$ cat src/rtl/program_loader_pkg.sv
// rtl/program_loader_pkg.sv - shared instruction widths and opcode constants for loader and decoder
package program_loader_pkg;

    localparam int OPBTS  = 5;
    localparam int BYTBTS = 8;
    localparam int INSBTS = 2 * BYTBTS;

    localparam logic [OPBTS-1:0] OP_HLT  = 5'd0;
    localparam logic [OPBTS-1:0] OP_STO  = 5'd1;
    localparam logic [OPBTS-1:0] OP_LD   = 5'd2;
    localparam logic [OPBTS-1:0] OP_LDI  = 5'd3;
    localparam logic [OPBTS-1:0] OP_ADD  = 5'd4;
    localparam logic [OPBTS-1:0] OP_ADDI = 5'd5;
    localparam logic [OPBTS-1:0] OP_SUB  = 5'd6;
    localparam logic [OPBTS-1:0] OP_SUBI = 5'd7;

endpackage

$ cat src/rtl/program_loader.sv
// rtl/program_loader.sv - packs received byte pairs into instruction words and writes program memory
module program_loader
    import program_loader_pkg::*;
#(
    parameter int ADDRBTS = 11
) (
    input  logic               clk,
    input  logic               rst_n,
    input  logic [BYTBTS-1:0]  rx_data,
    input  logic               rx_done,
    input  logic               reload,
    output logic [ADDRBTS-1:0] prog_addr,
    output logic [INSBTS-1:0]  prog_data,
    output logic               prog_we,
    output logic               cpu_rst,
    output logic               load_done,
    output logic               ovf_err,
    output logic [ADDRBTS:0]   instr_cnt
);

    localparam logic [1:0] ST_WAIT_HI = 2'd0;
    localparam logic [1:0] ST_WAIT_LO = 2'd1;
    localparam logic [1:0] ST_WRITE   = 2'd2;
    localparam logic [1:0] ST_DONE    = 2'd3;

    localparam logic [ADDRBTS-1:0] ADDR_ONE = 1;
    localparam logic [ADDRBTS:0]   CNT_ONE  = 1;

    logic [1:0]         state_q, state_d;
    logic [BYTBTS-1:0]  hi_q, hi_d;
    logic [INSBTS-1:0]  data_q, data_d;
    logic [ADDRBTS-1:0] addr_q, addr_d;
    logic [ADDRBTS:0]   cnt_q, cnt_d;
    logic               ovf_q, ovf_d;
    logic               is_hlt;
    logic               at_end;

    assign is_hlt = (data_q[INSBTS-1 -: OPBTS] == OP_HLT);
    assign at_end = (addr_q == {ADDRBTS{1'b1}});

    always_comb begin
        state_d = state_q;
        hi_d    = hi_q;
        data_d  = data_q;
        addr_d  = addr_q;
        cnt_d   = cnt_q;
        ovf_d   = ovf_q;
        case (state_q)
            ST_WAIT_HI: begin
                if (rx_done) begin
                    hi_d    = rx_data;
                    state_d = ST_WAIT_LO;
                end
            end
            ST_WAIT_LO: begin
                if (rx_done) begin
                    data_d  = {hi_q, rx_data};
                    state_d = ST_WRITE;
                end
            end
            ST_WRITE: begin
                cnt_d = cnt_q + CNT_ONE;
                // The last address is never incremented past: the counter must not wrap to 0.
                if (!at_end) begin
                    addr_d = addr_q + ADDR_ONE;
                end
                if (is_hlt || at_end) begin
                    state_d = ST_DONE;
                    ovf_d   = ovf_q | (at_end & ~is_hlt);
                end else if (rx_done) begin
                    hi_d    = rx_data;
                    state_d = ST_WAIT_LO;
                end else begin
                    state_d = ST_WAIT_HI;
                end
            end
            default: begin
            end
        endcase
        // reload overrides everything except the write already on the bus this cycle.
        if (reload) begin
            state_d = ST_WAIT_HI;
            addr_d  = '0;
            cnt_d   = '0;
            ovf_d   = 1'b0;
        end
    end

    always_ff @(posedge clk or negedge rst_n) begin
        if (!rst_n) begin
            state_q <= ST_WAIT_HI;
            hi_q    <= '0;
            data_q  <= '0;
            addr_q  <= '0;
            cnt_q   <= '0;
            ovf_q   <= 1'b0;
        end else begin
            state_q <= state_d;
            hi_q    <= hi_d;
            data_q  <= data_d;
            addr_q  <= addr_d;
            cnt_q   <= cnt_d;
            ovf_q   <= ovf_d;
        end
    end

    assign prog_addr = addr_q;
    assign prog_data = data_q;
    assign prog_we   = (state_q == ST_WRITE);
    assign cpu_rst   = (state_q != ST_DONE);
    assign load_done = (state_q == ST_DONE);
    assign ovf_err   = ovf_q;
    assign instr_cnt = cnt_q;

endmodule

$ cat config.mk
export PLATFORM = sky130hd
export DESIGN_NAME = program_loader
export DESIGN_NICKNAME = d
export VERILOG_FILES = /design/src/rtl/program_loader_pkg.sv /design/src/rtl/program_loader.sv
export SDC_FILE = /design/constraint.sdc
export NUM_CORES = 1
export LEC_CHECK = 0
export BUFFER_PORTS_ARGS = -buffer_cell sky130_fd_sc_hd__buf_2
export CAP_MARGIN = 20
export CORE_UTILIZATION = 57
export DETAILED_ROUTE_END_ITERATION = 10
export PLACE_DENSITY = 0.89
export REMOVE_ABC_BUFFERS = 1
export SLEW_MARGIN = 25
export SYNTH_ARGS = -nofsm -noshare
export SYNTH_HDL_FRONTEND = slang
export SYNTH_SLANG_ARGS = --single-unit
$ cat constraint.sdc
create_clock -name clk -period 2.9 [get_ports clk]
set_clock_uncertainty 0.05 [all_clocks]
set_input_delay 0.435 -clock clk [delete_from_list [all_inputs] [get_ports clk]]
set_output_delay 0.435 -clock clk [all_outputs]
set_load 0.005 [all_outputs]
==> run metrics <==
synth-to-layout area growth=18.3%; setup TNS=0 ps; clk sinks=50; WHS=33.8 ps; Initial Utilization=between 60 and 70%; Final Power=between 1.5 and 2 mW; Period minus WS final=roughly 2100 ps; row cnt=22; HP Class=input port to asynchronous set/reset pin; Clock Pin Slew Worst Setup and Hold Paths=approximately 90 ps; EDFF count, synth=0; crit path max fanout=14; initial antenna violation count=0; CP peak stage delay=450 ps; Syn Area/Cell=approximately 12 sq um; fin cells=304; wire length of the first global-routing pass=7910 um; clk buf depth=2; core area=about 0.0038 sq mm; drt first pass iters=4; sequential-to-total area share from yosys stat=a little over half; number of library cell types mapped by synthesis=38; critical path launch point type=register; Layout Nets=roughly 270; worst r2r src=state_q[0]; die width=between 60 and 70 um; port bufs=54; largest net degree at the start of global routing=30; cell leakage power=between 1 and 1.5 nW; Synth warnings=0; Final setup viols=0; Synth Flop Type=dfrtp_1; Setup CP Type=register to register; Worst-Skew Late Latency=310 ps; crit share post-route=between 70% and 80%; fraction of layout cells with a size suffix above 1=between 30% and 40%; ys async rst share=100%; CTS Hold Bufs=0; Yosys reg bits=50; Worst setup EP type=register; via/cell ratio=about 5.7; Final Util=72.9%; final hold vios=0; Max Slew Vio Count=0; Vias=between 1,500 and 2,000; total CTS buffers=5; worst reg2reg path depth=7; Crit-path slowest cell=nor4_1; Routed Antenna Nets=0; crit path DAT=2250 ps; flop2flop setup slack=780 ps; Worst slew margin=53.1%; Clock Tree Root=clkbuf_8; Ports=55; Least-Margin Pin Slew=between 700 and 800 ps; total global routing overflow=0; worst-path cell chain=inv_1 > ha_1 > buf_4 > nand4_1 > nor4_1 > xnor2_1 > nor2_1; n_diodes=0; run status=completed; htree depth=2; RePlAce Congestion=0.832; Resize count post-CTS=0; Die Y=65.8 um; vias in the first global route=between 1,500 and 2,000; Total Wirelength=roughly 4700 um; hpwl dp=3350 um; Die Area=0.00434 sq mm; Cell Area, Synth=~0.0023 sq mm; 1st-iter DRT viols=101; RR Endpoint=instr_cnt[11]; max-cap violations=0; GRT Util Overall=between 20% and 30%; PD cells=~660 mW/mm^2; RSZ-0062 raised after global routing=false; postcts setup bufs=0; CTS tree=yes; Routed WL per cell=~15 um; placed cell count=a little under 300; Syn Inst Count=about 200; critical path required time=roughly 3000 ps; Peak supply drop=slightly below 0.6 mV; Highest Clock Rate=472 MHz; drt drc=0
[metrics by stage]
stage | area (sq um) | worst slack, ps
floorplan | 2300 | 843
finish | 2750 | 780
detailed placement | 2650 | 778
global route | 2750 | 609
CTS | 2750 | 765
global placement | 2650 | 975
[power by group]
part / leakage, nW / total [mW] / switching [mW] / internal [mW]
sequential: 0.644 / 0.940 / 0.0912 / 0.849
clock: 0.0478 / 0.433 / 0.237 / 0.197
combinational: 0.625 / 0.431 / 0.180 / 0.252
[cells in the final DEF, fill, tap and decap left out, types with 2 or more instances in the layout]
master	instances
o21ai_0	6
nor2_1	21
nand4_1	5
nor4_1	2
mux2i_1	2
nand3_1	8
a21oi_1	10
mux2_4	8
o21a_1	2
mux2_2	17
ha_1	6
nor3_1	6
buf_4	2
dfrtp_1	50
clkbuf_8	6
buf_2	54
inv_1	11
or3_1	3
o311ai_0	2
xor2_1	5
xnor2_1	6
nand2_1	5
[cells in the mapped netlist, types with 2 or more instances]
master / n / area share [%]
o21a_1: 2 / 0.65
buf_1: 2 / 0.32
o311ai_0: 2 / 0.75
xnor2_1: 6 / 2.3
clkbuf_1: 3 / 0.48
xor2_1: 5 / 1.9
o21ai_0: 6 / 1.3
a21oi_1: 10 / 2.2
ha_1: 6 / 3.2
mux2_2: 17 / 8.2
nand2_1: 5 / 0.81
nor4_1: 2 / 0.54
inv_1: 11 / 1.8
nand3_1: 8 / 1.7
dfrtp_1: 50 / 54
nand4_1: 5 / 1.3
mux2i_1: 2 / 0.86
nor2_1: 21 / 3.4
or3_1: 3 / 0.81
mux2_4: 8 / 5.2
nor3_1: 6 / 1.3
[cell type report]
cell class / instances / area [sq um]
multi-input cells: 131 / 1010
flip-flops and latches: 50 / 1250
inverters: 11 / 41.3
well taps: 48 / 60.1
clock buffers: 6 / 82.6
fillers: 248 / 1020
repair buffers: 56 / 285
clock inverters: 2 / 16.3
[metal layers]
metal	routed length, um	part of all wire [%]	vias up	track usage (%)
li1	-	-	818	-
met1	1960	42	846	31.6
met2	2410	52	47	40.6
met3	192	4.1	10	5.86
met4	90	1.9	0	8.97
met5	0	0	-	0
[cell families (layout without fill, tap and decap cells)]
group	Yosys count	after routing	synth area share, %
AOI/OAI and AO/OA	29	29	8.89
xor gates and xnor gates	11	11	4.15
adders and majority gates	6	6	3.23
buffers and inverters	16	75	2.58
DFF	50	50	53.9
muxes	27	27	14.3
and+or+nand+nor	58	58	13.0
[worst max path at each step]
stage | startpoint | endpoint | depth (start not counted)
2_1_floorplan | state_q[0] | prog_addr[7] | 5
3_3_place_gp | state_q[0] | instr_cnt[11] | 7
3_5_place_dp | state_q[0] | instr_cnt[11] | 7
4_1_cts | state_q[0] | instr_cnt[11] | 7
5_1_grt | state_q[0] | instr_cnt[11] | 7
6_report | state_q[0] | instr_cnt[11] | 7
[worst max-delay path: cells and delay by family, from the launching register on]
family / cells / cell delay (ps)
AND/OR/NAND/NOR: 3 / 750
flip-flops: 1 / 420
buffers and inverters: 2 / 340
adder cells (fa/ha/maj): 1 / 250
XOR/XNOR: 1 / 180
[sequential cells by signal (all words and copies together) (netlist names)]
register / count
hi_q: 8
instr_cnt: 12
ovf_err: 1
prog_addr: 11
prog_data: 16
state_q: 2
Note: power is estimated with default switching activity, not from simulation.
